<file path="src/rtl/gpio_ctrl_pkg.sv">
// Shared types and helpers for the gpio port controller.
// Latency: n/a (types and a constant-foldable function only).
// Backpressure: n/a.
//
// Contents:
//   wr_state_e  - write-side FSM states (IDLE, HOLD)
//   hold_cnt_t  - hold-period counter, wide enough for HOLD_CYCLES up to 255
//   slice_lo()  - low bit index of requester idx inside a packed per-requester bus

package gpio_ctrl_pkg;

   typedef enum logic [0:0] {
      IDLE = 1'b0,
      HOLD = 1'b1
   } wr_state_e;

   typedef logic [7:0] hold_cnt_t;

   // Requester idx owns bits [idx*width +: width] of req_data / req_mask.
   function automatic int slice_lo(input int idx, input int width);
      return idx * width;
   endfunction

endpackage

</file>
<file path="src/rtl/gpio_rr_arbiter.sv">
// Round-robin request selector for the gpio write port.
// Latency: purely combinational, grant valid in the same cycle as req.
// Backpressure: none internally; caller decides whether the grant is honoured.
//
// Ports:
//   req_i      - per-requester request vector
//   rr_ptr_i   - index with highest priority this cycle
//   gnt_o      - one-hot grant (all zero when no request)
//   gnt_idx_o  - binary index of the granted requester
//   gnt_vld_o  - at least one request present

module gpio_rr_arbiter #(
   parameter int NUM_REQ = 2,
   parameter int IDX_W   = (NUM_REQ > 1) ? $clog2(NUM_REQ) : 1
) (
   input  logic [NUM_REQ-1:0] req_i,
   input  logic [IDX_W-1:0]   rr_ptr_i,
   output logic [NUM_REQ-1:0] gnt_o,
   output logic [IDX_W-1:0]   gnt_idx_o,
   output logic               gnt_vld_o
);

   logic found;

   // Two ordered passes instead of a modulo index: the first pass only
   // considers requesters at or above the pointer, the second picks up the
   // wrapped-around ones below it. Loop indices stay constant per iteration.
   always_comb begin
      found     = 1'b0;
      gnt_o     = '0;
      gnt_idx_o = '0;
      for (int i = 0; i < NUM_REQ; i++) begin
         if (!found && req_i[i] && (i >= int'(rr_ptr_i))) begin
            found     = 1'b1;
            gnt_o[i]  = 1'b1;
            gnt_idx_o = IDX_W'(i);
         end
      end
      for (int i = 0; i < NUM_REQ; i++) begin
         if (!found && req_i[i]) begin
            found     = 1'b1;
            gnt_o[i]  = 1'b1;
            gnt_idx_o = IDX_W'(i);
         end
      end
      gnt_vld_o = found;
   end

endmodule

</file>
<file path="src/rtl/gpio_port_ctrl.sv">
// Owns a gpio bus: arbitrated masked writes to write_port, change events from read_port.
// Latency: accepted write visible on write_port after 1 edge; read_port change -> evt_valid after 3 edges.
// Backpressure: req_ready drops for HOLD_CYCLES after each accept; unaccepted events coalesce in one slot.
//
// Ports:
//   clk, rst          - clock, asynchronous active-high reset
//   req_valid/ready   - per-requester write handshake (ready one-hot or zero)
//   req_data/req_mask - packed per-requester data and bit-enables
//   write_port        - registered gpio drive
//   read_port         - asynchronous gpio inputs
//   evt_valid/ready   - change-event handshake
//   evt_data          - latest synchronized read_port value
//   evt_changed       - bits toggled since the last accepted event
//   evt_overflow      - more than one change folded into the pending event
//   busy              - write side is in its hold period

module gpio_port_ctrl
   import gpio_ctrl_pkg::*;
#(
   parameter int                          READ_PORT_WIDTH  = 4,
   parameter int                          WRITE_PORT_WIDTH = 4,
   parameter int                          NUM_REQ          = 2,
   parameter int                          HOLD_CYCLES      = 2,
   parameter logic [WRITE_PORT_WIDTH-1:0] WRITE_RESET_VAL  = '0
) (
   input  logic                                clk,
   input  logic                                rst,
   input  logic [NUM_REQ-1:0]                  req_valid,
   output logic [NUM_REQ-1:0]                  req_ready,
   input  logic [NUM_REQ*WRITE_PORT_WIDTH-1:0] req_data,
   input  logic [NUM_REQ*WRITE_PORT_WIDTH-1:0] req_mask,
   output logic [WRITE_PORT_WIDTH-1:0]         write_port,
   input  logic [READ_PORT_WIDTH-1:0]          read_port,
   output logic                                evt_valid,
   input  logic                                evt_ready,
   output logic [READ_PORT_WIDTH-1:0]          evt_data,
   output logic [READ_PORT_WIDTH-1:0]          evt_changed,
   output logic                                evt_overflow,
   output logic                                busy
);

   localparam int IDX_W = (NUM_REQ > 1) ? $clog2(NUM_REQ) : 1;

   // Counter value loaded on accept; the HOLD branch is never entered when
   // HOLD_CYCLES is zero, so the load value is irrelevant in that case.
   localparam hold_cnt_t HOLD_LOAD = (HOLD_CYCLES > 0) ? hold_cnt_t'(HOLD_CYCLES - 1) : '0;

   // ------------------------------------------------------------------
   // Write side
   // ------------------------------------------------------------------
   wr_state_e                   state_q;
   hold_cnt_t                   hold_cnt_q;
   logic                        busy_q;
   logic [IDX_W-1:0]            rr_ptr_q;
   logic [IDX_W-1:0]            rr_ptr_d;
   logic [WRITE_PORT_WIDTH-1:0] write_port_q;
   logic [WRITE_PORT_WIDTH-1:0] write_port_d;

   logic [NUM_REQ-1:0]          gnt;
   logic [IDX_W-1:0]            gnt_idx;
   logic                        gnt_vld;
   logic                        accept;

   logic [WRITE_PORT_WIDTH-1:0] data_slice [NUM_REQ];
   logic [WRITE_PORT_WIDTH-1:0] mask_slice [NUM_REQ];
   logic [WRITE_PORT_WIDTH-1:0] sel_data;
   logic [WRITE_PORT_WIDTH-1:0] sel_mask;

   for (genvar g = 0; g < NUM_REQ; g++) begin : g_slice
      assign data_slice[g] = req_data[slice_lo(g, WRITE_PORT_WIDTH) +: WRITE_PORT_WIDTH];
      assign mask_slice[g] = req_mask[slice_lo(g, WRITE_PORT_WIDTH) +: WRITE_PORT_WIDTH];
   end

   gpio_rr_arbiter #(
      .NUM_REQ (NUM_REQ),
      .IDX_W   (IDX_W)
   ) u_arb (
      .req_i     (req_valid),
      .rr_ptr_i  (rr_ptr_q),
      .gnt_o     (gnt),
      .gnt_idx_o (gnt_idx),
      .gnt_vld_o (gnt_vld)
   );

   // Ready is gated by rst so it drops the instant reset is asserted,
   // not only after the state register has been cleared.
   assign req_ready = (state_q == IDLE && !rst && gnt_vld) ? gnt : '0;
   assign accept    = |(req_valid & req_ready);

   // Grant is one-hot, so OR-ing the selected slices is a clean mux.
   always_comb begin
      sel_data = '0;
      sel_mask = '0;
      for (int i = 0; i < NUM_REQ; i++) begin
         if (gnt[i]) begin
            sel_data = sel_data | data_slice[i];
            sel_mask = sel_mask | mask_slice[i];
         end
      end
   end

   assign write_port_d = (write_port_q & ~sel_mask) | (sel_data & sel_mask);
   assign rr_ptr_d     = (int'(gnt_idx) == NUM_REQ - 1) ? '0 : gnt_idx + 1'b1;

   // Write FSM. A zero mask is still a full accept: it advances the pointer
   // and starts a hold period even though write_port keeps its value.
   always_ff @(posedge clk or posedge rst) begin
      if (rst) begin
         state_q      <= IDLE;
         hold_cnt_q   <= '0;
         busy_q       <= 1'b0;
         rr_ptr_q     <= '0;
         write_port_q <= WRITE_RESET_VAL;
      end else begin
         unique case (state_q)
            IDLE: begin
               if (accept) begin
                  write_port_q <= write_port_d;
                  rr_ptr_q     <= rr_ptr_d;
                  if (HOLD_CYCLES > 0) begin
                     state_q    <= HOLD;
                     hold_cnt_q <= HOLD_LOAD;
                     busy_q     <= 1'b1;
                  end
               end
            end
            HOLD: begin
               if (hold_cnt_q == '0) begin
                  state_q <= IDLE;
                  busy_q  <= 1'b0;
               end else begin
                  hold_cnt_q <= hold_cnt_q - 1'b1;
               end
            end
            default: begin
               state_q <= IDLE;
               busy_q  <= 1'b0;
            end
         endcase
      end
   end

   assign write_port = write_port_q;
   assign busy       = busy_q;

   // ------------------------------------------------------------------
   // Read side
   // ------------------------------------------------------------------
   logic [READ_PORT_WIDTH-1:0] sync1_q;
   logic [READ_PORT_WIDTH-1:0] sync2_q;
   logic [READ_PORT_WIDTH-1:0] prev_q;
   logic [READ_PORT_WIDTH-1:0] diff;

   logic                       evt_valid_q;
   logic [READ_PORT_WIDTH-1:0] evt_data_q;
   logic [READ_PORT_WIDTH-1:0] evt_changed_q;
   logic                       evt_overflow_q;

   assign diff = sync2_q ^ prev_q;

   always_ff @(posedge clk or posedge rst) begin
      if (rst) begin
         sync1_q <= '0;
         sync2_q <= '0;
         prev_q  <= '0;
      end else begin
         sync1_q <= read_port;
         sync2_q <= sync1_q;
         prev_q  <= sync2_q;
      end
   end

   // Single-entry event slot. A change arriving while the slot is full and
   // not being drained is folded in (changed bits OR-ed, overflow flagged);
   // a change arriving in the same cycle as the drain starts a fresh event.
   always_ff @(posedge clk or posedge rst) begin
      if (rst) begin
         evt_valid_q    <= 1'b0;
         evt_data_q     <= '0;
         evt_changed_q  <= '0;
         evt_overflow_q <= 1'b0;
      end else if (diff != '0) begin
         evt_valid_q <= 1'b1;
         evt_data_q  <= sync2_q;
         if (!evt_valid_q || evt_ready) begin
            evt_changed_q  <= diff;
            evt_overflow_q <= 1'b0;
         end else begin
            evt_changed_q  <= evt_changed_q | diff;
            evt_overflow_q <= 1'b1;
         end
      end else if (evt_valid_q && evt_ready) begin
         evt_valid_q    <= 1'b0;
         evt_changed_q  <= '0;
         evt_overflow_q <= 1'b0;
      end
   end

   assign evt_valid    = evt_valid_q;
   assign evt_data     = evt_data_q;
   assign evt_changed  = evt_changed_q;
   assign evt_overflow = evt_overflow_q;

endmodule

</file>
<file path="config.mk">
export PLATFORM = sky130hd
export DESIGN_NAME = gpio_port_ctrl
export DESIGN_NICKNAME = d
export VERILOG_FILES = /design/src/rtl/gpio_ctrl_pkg.sv /design/src/rtl/gpio_rr_arbiter.sv /design/src/rtl/gpio_port_ctrl.sv
export SDC_FILE = /design/constraint.sdc
export NUM_CORES = 1
export LEC_CHECK = 0
export CELL_PAD_IN_SITES_DETAIL_PLACEMENT = 0
export CELL_PAD_IN_SITES_GLOBAL_PLACEMENT = 2
export CORE_ASPECT_RATIO = 1.2
export CORE_UTILIZATION = 42
export DETAILED_ROUTE_END_ITERATION = 8
export DONT_BUFFER_PORTS = 1
export PLACE_DENSITY_LB_ADDON = 0.25
export SYNTH_ARGS = -nofsm -noshare
export SYNTH_HDL_FRONTEND = slang
export SYNTH_SLANG_ARGS = --single-unit
</file>
<file path="constraint.sdc">
create_clock -name clk -period 3.1 [get_ports clk]
set_clock_uncertainty 0.15 [all_clocks]
set_input_delay 0.465 -clock clk [delete_from_list [all_inputs] [get_ports clk]]
set_output_delay 0.465 -clock clk [all_outputs]
set_load 0.005 [all_outputs]
</file>
; Word-level counts from Yosys, hierarchy flattened
; Index checks and enable logic that the tools add are counted.
[op_classes]
n_addsub = 2
n_lt_le_gt_ge = 1
eq_ne = 3
muxes = 31
bitwise_logic = 10
reduce_logical = 20
[ops]
columns = operator, n
row1 = two-way mux 4 bit, 7
row2 = two-way mux 1 bit, 18
row3 = two-way mux 8 bit, 2
row4 = OR 4 bit, 4
row5 = case mux 8 bit (2 select lines), 1
row6 = bitwise AND 4 bit, 2
row7 = logical NOT 8 bit, 1
row8 = "subtractor 8 x 1 -> 8 bit, second input constant", 1
row9 = logical AND 1 bit, 7
row10 = AND reduction 2 bit, 3
row11 = logical NOT 1 bit, 5
row12 = "inequality test 2 bit, second input constant", 2
row13 = inverter 4 bit, 1
row14 = case mux 1 bit (2 select lines), 2
row15 = nonzero test 4 bit, 1
row16 = bitwise XOR 4 bit, 1
row17 = bitwise AND 2 bit, 1
row18 = two-way mux 2 bit, 1
row19 = "inequality test 2 x 1 -> 1 bit, second input constant", 1
row20 = nonzero test 2 bit, 1
row21 = OR reduction 2 bit, 1
row22 = "adder 1 bit, second input constant", 1
row23 = ">= comparator 1 bit, first input constant", 1
row24 = logical OR 1 bit, 1
row25 = inverter 1 bit, 1
[totals]
regBits = 37
inputBits = 25
output_inout_bits = 17
wordCells = 79

; Longest topological paths before layout
[logic_depth]
depth_word = 18
depth_mapped = 6
depth_no_buf = 6

; By module
; A second synthesis with hierarchy kept.
[unflattened]
cells_unflattened = 154
hier_area_um2 = 1694.1
[modules_own_cells]
columns = mod, n_inst, cells_each, area_each_um2, seq_area_each_um2
row1 = gpio_port_ctrl, 1, 149, 1661.6, 925.9
row2 = gpio_rr_arbiter, 1, 5, 32.5, 0.0

; Worst setup path after synthesis
; No wires, ideal clock.
[synth_path]
path_kind = register -> register
start = register hold_cnt_q[0]
end = register hold_cnt_q[0]
setup_time_ns = 0.125
arrival_time_ns = 1.623
required_ns = 2.825
setup_slack_ns = 1.202
path_stages_with_launch = 7
path_buffers = 0
synth_period_minus_slack_ns = 1.898
cell_sequence = dfrtp_1 > inv_1 > ha_1 > or3b_2 > o21ai_1 > nand2_1 > mux2_2
[synth_between]
elab_chain_cells = 3
elab_cells_between_ends = 6
cone_classes = add/sub (1) / eq/ne (1) / mux (2) / reduce/logical (2)
[synth_lines]
columns = element, line_no
row1 = "start, declared", gpio_port_ctrl.sv:52  ; hold_cnt_t hold_cnt_q;
row2 = "start signal, assigned", gpio_port_ctrl.sv:132  ; hold_cnt_q <= hold_cnt_q - 1'b1;
row3 = subtractor 8 x 1 -> 8 bit / logical NOT 8 bit (equally long branches), "gpio_port_ctrl.sv:132, gpio_port_ctrl.sv:128"
row4 = two-way mux 8 bit / inequality test 2 bit (equally long branches), -
row5 = case mux 8 bit (2 select lines) / AND reduction 2 bit (equally long branches), -
; Several ways; a longest one is shown, not always the timed one. The select of a mux whose other input is x is not followed.
; A chain may end at the register's enable or synchronous reset.

; Final worst setup path
; Ends and elaborated chain as after synthesis.

==> results_tabular.tex <==
\begin{tabular}{lr}
\hline
Metric & Value \\
\hline
\multicolumn{2}{l}{\textbf{Route}} \\
\quad Count of TritonRoute iterations in the first routing pass & 6 \\
\quad Total via count in the routed design & slightly above 1000 \\
\quad Detailed-route vias per instance & 5.77 \\
\quad DRC viols & 4 \\
\quad Violation count after the first detailed-route iteration & 33 \\
\quad Detailed-route wire length per cell & 15.3 microns \\
\quad Drt total wl & between 2000 and 3000 microns \\
\quad Post-DRT Antenna Nets & 0 \\
\multicolumn{2}{l}{\textbf{Final layout}} \\
\quad Layout overhead on the synthesized area & 8.82\% \\
\quad Commonest non-fill, non-tap cells in the layout & 37 x sky130\_fd\_sc\_hd\_\_dfrtp\_1, 9 x sky130\_fd\_sc\_hd\_\_inv\_1, 8 x sky130\_fd\_sc\_hd\_\_a22oi\_1 \\
\quad Number of fillers in the final layout & 347 \\
\quad Final core occ & 0.475 \\
\quad Layout cell share with drive strength beyond 1 & 0.129 \\
\quad Fin cells & about 180 \\
\quad Antenna cells & 0 \\
\quad Number of nets in the layout & 166 \\
\quad Most common cell after layout, fill and taps aside & sky130\_fd\_sc\_hd\_\_dfrtp\_1 \\
\multicolumn{2}{l}{\textbf{Worst setup path}} \\
\quad Endpoint class of the critical path & flip-flop \\
\quad Crit path launch type & flip-flop \\
\quad Stage delay of the slowest cell on the critical path & approximately 0.49 ns \\
\quad Worst-path maximum fanout & 4 \\
\quad Cell chain of the critical path & inv\_1 > ha\_1 > or3b\_2 > o21ai\_1 > nand2\_1 > mux2\_2 \\
\quad Critical-path cell with the highest stage delay & sky130\_fd\_sc\_hd\_\_or3b\_2 \\
\quad Type of the setup path with the least slack & reg -> reg \\
\quad Required time of the worst setup path & around 3.1 ns \\
\quad Data arrival at the endpoint of the critical path & 2.12 ns \\
\multicolumn{2}{l}{\textbf{Clock network}} \\
\quad Clock transition at the registers of the reported paths & 0.08 ns \\
\quad Post-CTS setup buffer count & 0 \\
\quad Number of buffers created by CTS & 5 \\
\quad PostCTS Resize Cnt & 0 \\
\quad Clk Tree Root Cell & sky130\_fd\_sc\_hd\_\_clkbuf\_8 \\
\quad Clk sink count & 37 \\
\quad CTS tree & done \\
\quad Number of hold buffers added after CTS & 0 \\
\quad H-tree depth reported by CTS & 2 \\
\quad Maximum count of clock buffers along a single path & 2 \\
\quad Skew-Pair Late Insertion Delay & 0.29 ns \\
\multicolumn{2}{l}{\textbf{STA}} \\
\quad Setup WS post-layout & slightly above 1 ns \\
\quad Final-report max-slew violation count & 0 \\
\quad Total of endpoints with negative setup slack in the final report & 0 \\
\quad Actual transition at the worst max-transition pin & 0.727 ns \\
\quad Final clock period utilization by the worst path & 0.673 \\
\quad Final sum of negative setup slack & 0 ns \\
\quad Max-slew headroom & 0.514 \\
\quad Max Fclk & 479 MHz \\
\quad Unrepaired setup endpoints after global routing & no \\
\quad Minimum period implied by the final worst setup slack & 2.09 ns \\
\quad Number of hold violations in the final report & 0 \\
\multicolumn{2}{l}{\textbf{Flow run}} \\
\quad Max-cap check violation count & 0 \\
\multicolumn{2}{l}{\textbf{Synth}} \\
\quad FF+latch count, synth & 37 \\
\quad Net Count, Synth & 159 \\
\quad Total standard cell area after synthesis & 1570 sq um \\
\quad Synthesis warning total & 0 \\
\quad Post-synth EDFFs & 0 \\
\quad Portion of the post-synthesis area used by sequential elements & 0.588 \\
\quad Most common flop cell mapped by yosys & sky130\_fd\_sc\_hd\_\_dfrtp\_1 \\
\quad Number of standard cells after synthesis & 132 \\
\quad Distinct cell type count after synthesis & 34 \\
\quad Post-synth ARST share & 1.00 \\
\quad Mean Syn Cell Area & 11.9 sq um \\
\multicolumn{2}{l}{\textbf{Floorplanning}} \\
\quad Overall die width & 57.9 microns \\
\quad Starting density of the core & 0.437 \\
\quad Std cell rows & 24 \\
\quad Die area & between 3000 and 4000 sq um \\
\quad Overall die height & approximately 69 microns \\
\quad Core ar. & about 3600 sq um \\
\quad Number of placed I/O pins & 42 \\
\multicolumn{2}{l}{\textbf{Placed design}} \\
\quad Worst-case setup slack after placement & 1.04 ns \\
\quad Number of cells in the design after placement & 171 \\
\quad Last weighted congestion value of the routability-driven placer & 0.832 \\
\quad Count of input and output buffers & 0 \\
\quad DPL Wire Length & just under 2000 microns \\
\multicolumn{2}{l}{\textbf{Outcome}} \\
\quad Failing checks & design-rule violations \\
\quad Status & finished with violations \\
\multicolumn{2}{l}{\textbf{Global routing}} \\
\quad Initial antenna violation count & 0 \\
\quad Maximum number of pins on one net before global-route repair & 38 \\
\quad First-pass GRT wire length & 4650 microns \\
\quad Overall routing resource usage & 0.155 \\
\quad Overflow left after global routing & 0 \\
\quad Number of global-route vias before repair & between 1000 and 1500 \\
\multicolumn{2}{l}{\textbf{Power}} \\
\quad Leakage power & 0.769 nW \\
\quad Max IR drop VDD & between 0.4 and 0.5 mV \\
\quad Power per cell area & 790 nW/um\^{}2 \\
\multicolumn{2}{l}{\textbf{Worst hold path}} \\
\quad Min-Delay Path Class & in -> async \\
\hline
\end{tabular}
## path summary, 6_finish.rpt
kind                                      startpoint                         to  slack [ns]  cells after the start
min in group clk                        read_port[0]       sync1_q[0]$_DFF_PP0_        0.05                      0
min                                              rst           busy$_DFFE_PP0P_        0.01                      2
max in group asynchronous                        rst    evt_data[3]$_DFFE_PP0P_        2.46                      2
max reg2reg                hold_cnt_q[0]$_DFFE_PP0P_  hold_cnt_q[0]$_DFFE_PP0P_        1.01                      6
min reg2reg                     sync1_q[3]$_DFF_PP0_       sync2_q[3]$_DFF_PP0_        0.20                      0
max                        hold_cnt_q[0]$_DFFE_PP0P_  hold_cnt_q[0]$_DFFE_PP0P_        1.01                      6
## layout make-up
type	instances	area [sq um]	area share
clock inverters	3	17.5	0.0102
well taps	39	48.8	0.0285
inverters	10	37.5	0.0219
multi-input cells	84	607	0.354
flip-flops and latches	37	926	0.541
repair buffers	1	7.51	0.00438
clock buffers	5	68.8	0.0402
## power by group
part	total, mW	switching [mW]	internal [mW]	leakage, nW
Sequential	0.697	0.104	0.593	0.427
Clock	0.325	0.170	0.155	0.0439
Combinational	0.330	0.184	0.147	0.298
## cells in the mapped netlist, drive strengths merged (4+ instances only)
cell | instances | area, sq um
a21oi | 6 | 30.0
xnor2 | 4 | 35.0
a21o | 4 | 30.0
mux2 | 5 | 56.3
nand2 | 7 | 26.3
o31ai | 5 | 37.5
o21ai | 5 | 25.0
mux2i | 6 | 60.1
nand3 | 4 | 20.0
a22oi | 8 | 60.1
inv | 10 | 37.5
nor2 | 5 | 18.8
xor2 | 4 | 35.0
dfrtp | 37 | 926
## metal layers
layer / part of all wire / up-vias / track usage
li1: - / 491 / -
met1: 0.41 / 508 / 0.170
met2: 0.52 / 29 / 0.262
met3: 0.055 / 5 / 0.0600
met4: 0.018 / 0 / 0.0661
met5: 0 / - / 0
## cell families (layout without fill, tap and decap cells)
kind of cell	Yosys count	count (layout)	synth area share
compound gates	35	35	0.156
mux	11	11	0.0739
fa+ha+maj	2	2	0.0159
buf+inv	11	19	0.0262
xor+xnor	8	8	0.0445
flops	37	37	0.588
simple gates	28	28	0.0954
## worst max-delay path: cells and delay by family, from the launching register on
| family | cells | cell delay (ns) |
|---|---|---|
| buf+inv | 1 | 0.10 |
| simple gates | 2 | 0.60 |
| flops | 1 | 0.39 |
| compound gates | 1 | 0.26 |
| mux | 1 | 0.28 |
| fa+ha+maj | 1 | 0.20 |
## metrics by stage
stage / area [sq um] / hold WS (ns) / power [mW]
floorplan: 1570 / 0.181 / 0.955
global placement: 1630 / 0.185 / 1.02
detailed placement: 1630 / 0.185 / 1.04
CTS: 1710 / 0.0316 / 1.37
global route: 1710 / 0.0317 / 1.46
finish: 1710 / 0.0123 / 1.35
No activity file was read; power rests on OpenSTA's default activity.
